### config.mk
export PLATFORM = sky130hd
export DESIGN_NAME = afifo_byte_reader
export DESIGN_NICKNAME = d
export VERILOG_FILES = /design/src/rtl/afifo_byte_reader_pkg.sv /design/src/rtl/afifo_byte_reader.sv
export SDC_FILE = /design/constraint.sdc
export NUM_CORES = 1
export LEC_CHECK = 0
export BUFFER_PORTS_ARGS = -buffer_cell sky130_fd_sc_hd__buf_2
export CORE_ASPECT_RATIO = 0.9
export CORE_MARGIN = 2
export CORE_UTILIZATION = 59
export DETAILED_ROUTE_END_ITERATION = 10
export PLACE_DENSITY_LB_ADDON = 0.15
export SETUP_SLACK_MARGIN = 0.2
export SLEW_MARGIN = 30
export SYNTH_ARGS = -nofsm -noshare
export SYNTH_HDL_FRONTEND = slang
export SYNTH_SLANG_ARGS = --single-unit
### constraint.sdc
create_clock -name clk -period 6.9 [get_ports clk]
set_input_delay 2.07 -clock clk [delete_from_list [all_inputs] [get_ports clk]]
set_output_delay 2.07 -clock clk [all_outputs]
set_load 0.1 [all_outputs]
### src/rtl/afifo_byte_reader_pkg.sv
// Shared constants for the AFIFO byte reader: FIFO word geometry and FSM state encoding.
package afifo_byte_reader_pkg;

  localparam int unsigned WordW = 16;
  localparam int unsigned ByteW = 8;

  typedef enum logic [2:0] {
    ST_IDLE = 3'd0,
    ST_LOAD = 3'd1,
    ST_HIGH = 3'd2,
    ST_LOW  = 3'd3,
    ST_DONE = 3'd4
  } state_t;

endpackage

### src/rtl/afifo_byte_reader.sv
// Pulls a chunk of 16-bit words from an AFIFO read port and streams them out
// high byte first, prefetching the next word so a ready sink sees one byte per cycle.
module afifo_byte_reader
  import afifo_byte_reader_pkg::*;
#(
  parameter int unsigned CountW = 16
) (
  input  logic              clk,
  input  logic              rst_,
  input  logic              start_trigger,
  input  logic [CountW-1:0] chunk_words,
  input  logic              abort,
  output logic              busy,
  output logic              done,
  output logic              fifo_trigger,
  input  logic [WordW-1:0]  fifo_data,
  input  logic              fifo_ready,
  output logic [ByteW-1:0]  out_data,
  output logic              out_valid,
  input  logic              out_ready
);

  state_t              state;
  logic [CountW-1:0]   remaining;
  logic [WordW-1:0]    word;
  logic                more_c;

  // FIFO pop must coincide with fifo_ready in the same cycle, so it is decoded combinationally.
  always_comb begin
    more_c       = remaining > CountW'(1);
    fifo_trigger = 1'b0;
    if (!abort && fifo_ready) begin
      case (state)
        ST_LOAD: fifo_trigger = 1'b1;
        ST_LOW:  fifo_trigger = out_ready && more_c;
        default: fifo_trigger = 1'b0;
      endcase
    end
  end

  // Outputs are loaded on each transition with the values of the state being entered.
  always_ff @(posedge clk or negedge rst_) begin
    if (!rst_) begin
      state     <= ST_IDLE;
      remaining <= '0;
      word      <= '0;
      busy      <= 1'b0;
      done      <= 1'b0;
      out_valid <= 1'b0;
      out_data  <= '0;
    end else if (abort && state != ST_IDLE) begin
      state     <= ST_IDLE;
      remaining <= '0;
      word      <= '0;
      busy      <= 1'b0;
      done      <= 1'b0;
      out_valid <= 1'b0;
      out_data  <= '0;
    end else begin
      case (state)
        ST_IDLE: begin
          if (start_trigger) begin
            busy <= 1'b1;
            if (chunk_words != '0) begin
              remaining <= chunk_words;
              state     <= ST_LOAD;
            end else begin
              done  <= 1'b1;
              state <= ST_DONE;
            end
          end
        end
        ST_LOAD: begin
          if (fifo_trigger) begin
            word      <= fifo_data;
            out_data  <= fifo_data[WordW-1 -: ByteW];
            out_valid <= 1'b1;
            state     <= ST_HIGH;
          end
        end
        ST_HIGH: begin
          if (out_ready) begin
            out_data <= word[ByteW-1:0];
            state    <= ST_LOW;
          end
        end
        ST_LOW: begin
          if (out_ready) begin
            remaining <= remaining - CountW'(1);
            if (!more_c) begin
              done      <= 1'b1;
              out_valid <= 1'b0;
              out_data  <= '0;
              state     <= ST_DONE;
            end else if (fifo_trigger) begin
              word     <= fifo_data;
              out_data <= fifo_data[WordW-1 -: ByteW];
              state    <= ST_HIGH;
            end else begin
              out_valid <= 1'b0;
              out_data  <= '0;
              state     <= ST_LOAD;
            end
          end
        end
        ST_DONE: begin
          done  <= 1'b0;
          busy  <= 1'b0;
          state <= ST_IDLE;
        end
        default: state <= ST_IDLE;
      endcase
    end
  end

endmodule

---- Yosys cells after proc, flatten, opt, wreduce, memory -nomap -nowiden ----
Cells that the tools add are included.
W data, S select, Z words.
word-level totals
  register bits ........................... 46
  input port bits ......................... 38
  output and inout port bits .............. 12
  logic and storage cells ................. 84
cells by class
  add/sub/neg operators ................... 1
  magnitude comparators ................... 1
  equality and inequality tests ........... 13
  multiplexer cells ....................... 43
  reduce and logical (&&, ||, !) cells .... 19
operators by type and width
  kind                     count
  $mux W16                 8
  $pmux W16 S2             2
  $mux W8                  6
  $ne A3 B3 Y1 const B     8
  $pmux W8 S3              1
  $mux W3                  7
  $gt A16 B1 Y1 const B    1
  $reduce_and A4 Y1        4
  $reduce_bool A16 Y1      1
  $sub A16 B1 Y16 const B  1
  $mux W1                  13
  $pmux W3 S4              1
  $reduce_bool A3 Y1       4
  $reduce_bool A4 Y1       2
  $eq A3 B2 Y1 const B     2
  $pmux W1 S2              3
  $reduce_and A5 Y1        1
  $ne A4 B4 Y1 const B     1
  $eq A3 B1 Y1 const B     1
  $eq A3 B3 Y1 const B     1
  $logic_and A1 B1 Y1      3
  $logic_not A3 Y1         1
  $pmux W1 S3              1
  $reduce_and A3 Y1        1
  3 further kinds          3

---- Longest topological paths before layout ----
  depth after elaboration ................. 9
  depth in mapped cells ................... 8
  gate-level depth less buffers ........... 7

---- Least setup slack after synthesis ----
No wires, ideal clock.
  path kind ............................... input to output
  from .................................... input abort
  to ...................................... output fifo_trigger
  data arrival time ....................... 4.312 ns
  required time ........................... 4.830 ns
  setup slack ............................. 0.518 ns
  cell stages on the path ................. 4
  path buffers ............................ 2
  path through ............................ clkbuf_8 clkbuf_8 nor3_1 nor2b_1
between the ends
  longest elaborated chain between the ends .. 3
RTL lines
  element              line                     RTL
  start: declaration   afifo_byte_reader.sv:12  input logic abort,
  $logic_not A1 Y1     afifo_byte_reader.sv:32  if (!abort && fifo_ready) begin
  $logic_and A1 B1 Y1  afifo_byte_reader.sv:32
  $mux W1              afifo_byte_reader.sv:32
  end: declaration     afifo_byte_reader.sv:15  output logic fifo_trigger,
Every way passes these cells.

---- Worst setup path after layout ----
  from .................................... input fifo_ready
  to ...................................... output fifo_trigger
between the ends
  longest elaborated chain between the ends .. 2
RTL lines
  element              line                     RTL
  start: declaration   afifo_byte_reader.sv:17  input logic fifo_ready,
  $logic_and A1 B1 Y1  afifo_byte_reader.sv:32
  $mux W1              afifo_byte_reader.sv:32
Every way passes these cells.

==> impl_metrics.csv <==
group,metric,value,unit
status,outcome,"completed",
synthesis,yosys.area.top_type_share,0.409,
run,cap_violations,0,
global_route,antenna_found_initial,0,
synthesis,synth_compound_area_frac,0.283,
clocking,clkLatencyLatePin,300,ps
route,viasPerCell,6.31,
timing,slew_viol_final,0,
power_and_ir_drop,finalPower,1.21,mW
setup_path,startpoint_type,"input pin",
route,detail_route.wl_per_cell,15.8,um
clocking,postCtsSetupBuffers,0,
floorplan,die-area,0.00446,mm2
finish,multi_input_area,0.00121,mm2
finish,antennaDiodeCount,0,
clocking,clkTransAtPathRegs,70,ps
timing,rsz0062_at_grt,"no",
synthesis,synth_simple_gate_area_share,0.193,
setup_path,worstSetupPathType,"in -> out",
finish,seqCellArea,951,um2
setup_path,crit_path_top_delay_cell,"buf_2",
synthesis,ys_top_cells_by_area,"dfrtp_1 (41%), o21ai_0 (8.0%), a22oi_1 (5.2%)",
synthesis,synthMuxAreaShare,0.0345,
synthesis,synth_edf_count,0,
power_and_ir_drop,power_frac_seq,0.343,
floorplan,num_io_pins,50,
finish,drive_gt1_frac,0.225,
global_route,grt_pass1_wl,9560,um
timing,fmax,188,MHz
setup_path,cp_common_cell,"buf_2",
global_route,grt_usage,0.267,
route,postRouteAntennaNets,0,
global_route,gr-total-overflow,0,
power_and_ir_drop,powerDensity,460,mW/mm2
route,drc,0,
timing,tns,0,ps
route,wl,5630,um
power_and_ir_drop,p_int,578,uW
synthesis,syn_nets,306,
route,drt-initial-drc-count,165,
power_and_ir_drop,p_sw,636,uW
global_route,grt_max_degree,39,
synthesis,synth_top_family_by_area,"compound AO/OA/AOI/OAI gates",
synthesis,ys.flop_type,"dfrtp_1",
floorplan,start_util,0.618,
clocking,clk_path_buf_depth,2,
power_and_ir_drop,peakVddDrop,0.000304,V
finish,nFillCells,334,
timing,max_slew_margin,0.499,
global_route,grt_pass1_vias,2045,
clocking,cts_buffers,5,
setup_path,critPathCaptureType,"primary output",
synthesis,synth_xor_area_frac,0,
setup_path,cp_cell_sequence,"buf_2, inv_1, nor3_1, buf_4, nor2b_1, buf_2",
placed_design,hpwl,3960,um
timing,min_period,5310,ps
synthesis,synth-seq-area-share,0.409,
placed_design,io_buffers,49,
finish,area_delta_synth_final,13.5,%
synthesis,synth_area,0.00232,mm2
route,drt_pre_antenna_iters,5,
setup_path,crit_arrival,3240,ps
setup_path,cp_data_required_time,4830,ps
floorplan,die_w,70.2,um
placed_design,gp_congestion,0.867,
synthesis,synth_commonest_cells,"dfrtp_1 (38), o21ai_0 (37), nand2_1 (24)",
finish,finalNetCount,350,
synthesis,synthAdderAreaFrac,0.0108,
power_and_ir_drop,combPwrFrac,0.521,
clocking,htreeDepth,2,
synthesis,syn_area_per_cell,8.73,um2
clocking,cts_tree,"yes",
clocking,clock_sinks,38,
timing,finalHoldViolations,0,
clocking,root_buffer,"clkbuf_8",
clocking,cts_resized,0,
synthesis,synth_cell_types,52,
synthesis,yosys_warnings,0,
timing,post-route-period-util,0.769,
synthesis,yosysMostFrequentCell,"dfrtp_1",
floorplan,core_area,0.00376,mm2
timing,tightest_slew,747,ps
synthesis,synth_seq_cells,38,
power_and_ir_drop,p_sw_frac,0.524,
timing,whs,511,ps
timing,final-setup-viol-count,0,
clocking,ctsHoldBuffers,0,
floorplan,die_h,63.5,um
power_and_ir_drop,total_leakage_power,1.20,nW
worst_hold_path,worst_hold_path_type,"reg -> reg",
route,vias,2251,
power_and_ir_drop,p_clk_frac,0.136,
synthesis,yosysTopAreaCell,"dfrtp_1",
synthesis,async_reset_ff_frac,1.00,
setup_path,cpPeakStageDelay,430,ps
timing,fin_skew,7.29,ps
setup_path,critPathMaxFanout,9,
floorplan,rows,21,
synthesis,syn_inst,266,
## power groups by stage
stage / Sequential [mW] / Clock, mW / Combinational [mW]
6_report: 0.417 / 0.165 / 0.632
5_1_grt: 0.434 / 0.176 / 0.689
4_1_cts: 0.416 / 0.167 / 0.632
3_5_place_dp: 0.420 / 0 / 0.628
3_3_place_gp: 0.412 / 0 / 0.620
2_1_floorplan: 0.595 / 0 / 0.327
## critical path: cells and delay by family
family                 cells  cell delay (ps)
buffers and inverters      4              850
and+or+nand+nor            2              310
## routing by layer
| layer | wire, um | GRT usage | vias up |
|---|---|---|---|
| li1 | - | - | 1072 |
| met1 | 2530 | 0.375 | 1083 |
| met2 | 2670 | 0.425 | 89 |
| met3 | 373 | 0.0480 | 7 |
| met4 | 63 | 0.0721 | 0 |
| met5 | 0 | 0 | - |
## kinds of logic after synthesis
kind of cell,count (synthesis)
and+or+nand+nor,86
adders and majority gates,2
AOI/OAI and AO/OA,102
muxes,8
buffers and inverters,30
DFF,38
## cells in the final DEF, fill, tap and decap left out, drive strengths merged, types with 2 or more instances in the layout
cell type / n
a21oi: 19
a22oi: 16
a31oi: 3
a32oi: 6
and3: 3
buf: 51
clkbuf: 6
dfrtp: 38
ha: 2
inv: 16
mux2i: 8
nand2: 25
nand2b: 2
nor2: 23
nor2b: 4
nor3: 8
nor3b: 3
nor4: 7
o2111ai: 3
o21a: 2
o21ai: 43
or3: 2
or3b: 2
or4: 3
## registers in the layout (all words and copies together) (netlist names)
name       cells
done           1
word           8
out_data       8
busy           1
out_valid      1
state          3
remaining     16
## stage by stage
stage	worst slack, ps	cells	area [um2]	utilization
finish	1590	357	2640	0.702
global route	1500	357	2640	0.702
CTS	1600	357	2640	0.701
detailed placement	1600	349	2540	0.676
global placement	1630	349	2540	0.676
floorplan	518	266	2320	-
## path summary, 6_finish.rpt
path | startpoint | to | slack [ps] | cells after the start
setup / recovery | fifo_ready | fifo_trigger | 1590 | 6
hold / removal | done | done | 510 | 2
setup reg to reg | state[1] | word[5] | 4460 | 5
hold reg to reg | done | done | 510 | 2
max in group asynchronous | rst_ | word[4] | 4840 | 1
min in group asynchronous | rst_ | remaining[12] | 1720 | 1
## cell type report
cell class	instances	share of cell area
inverters	16	0.0228
clock inverters	2	0.00474
well taps	46	0.0218
multi-input cells	198	0.459
clock buffers	6	0.0313
repair buffers	51	0.0996
flip-flops and latches	38	0.361
Power figures use the tool's default switching activity.
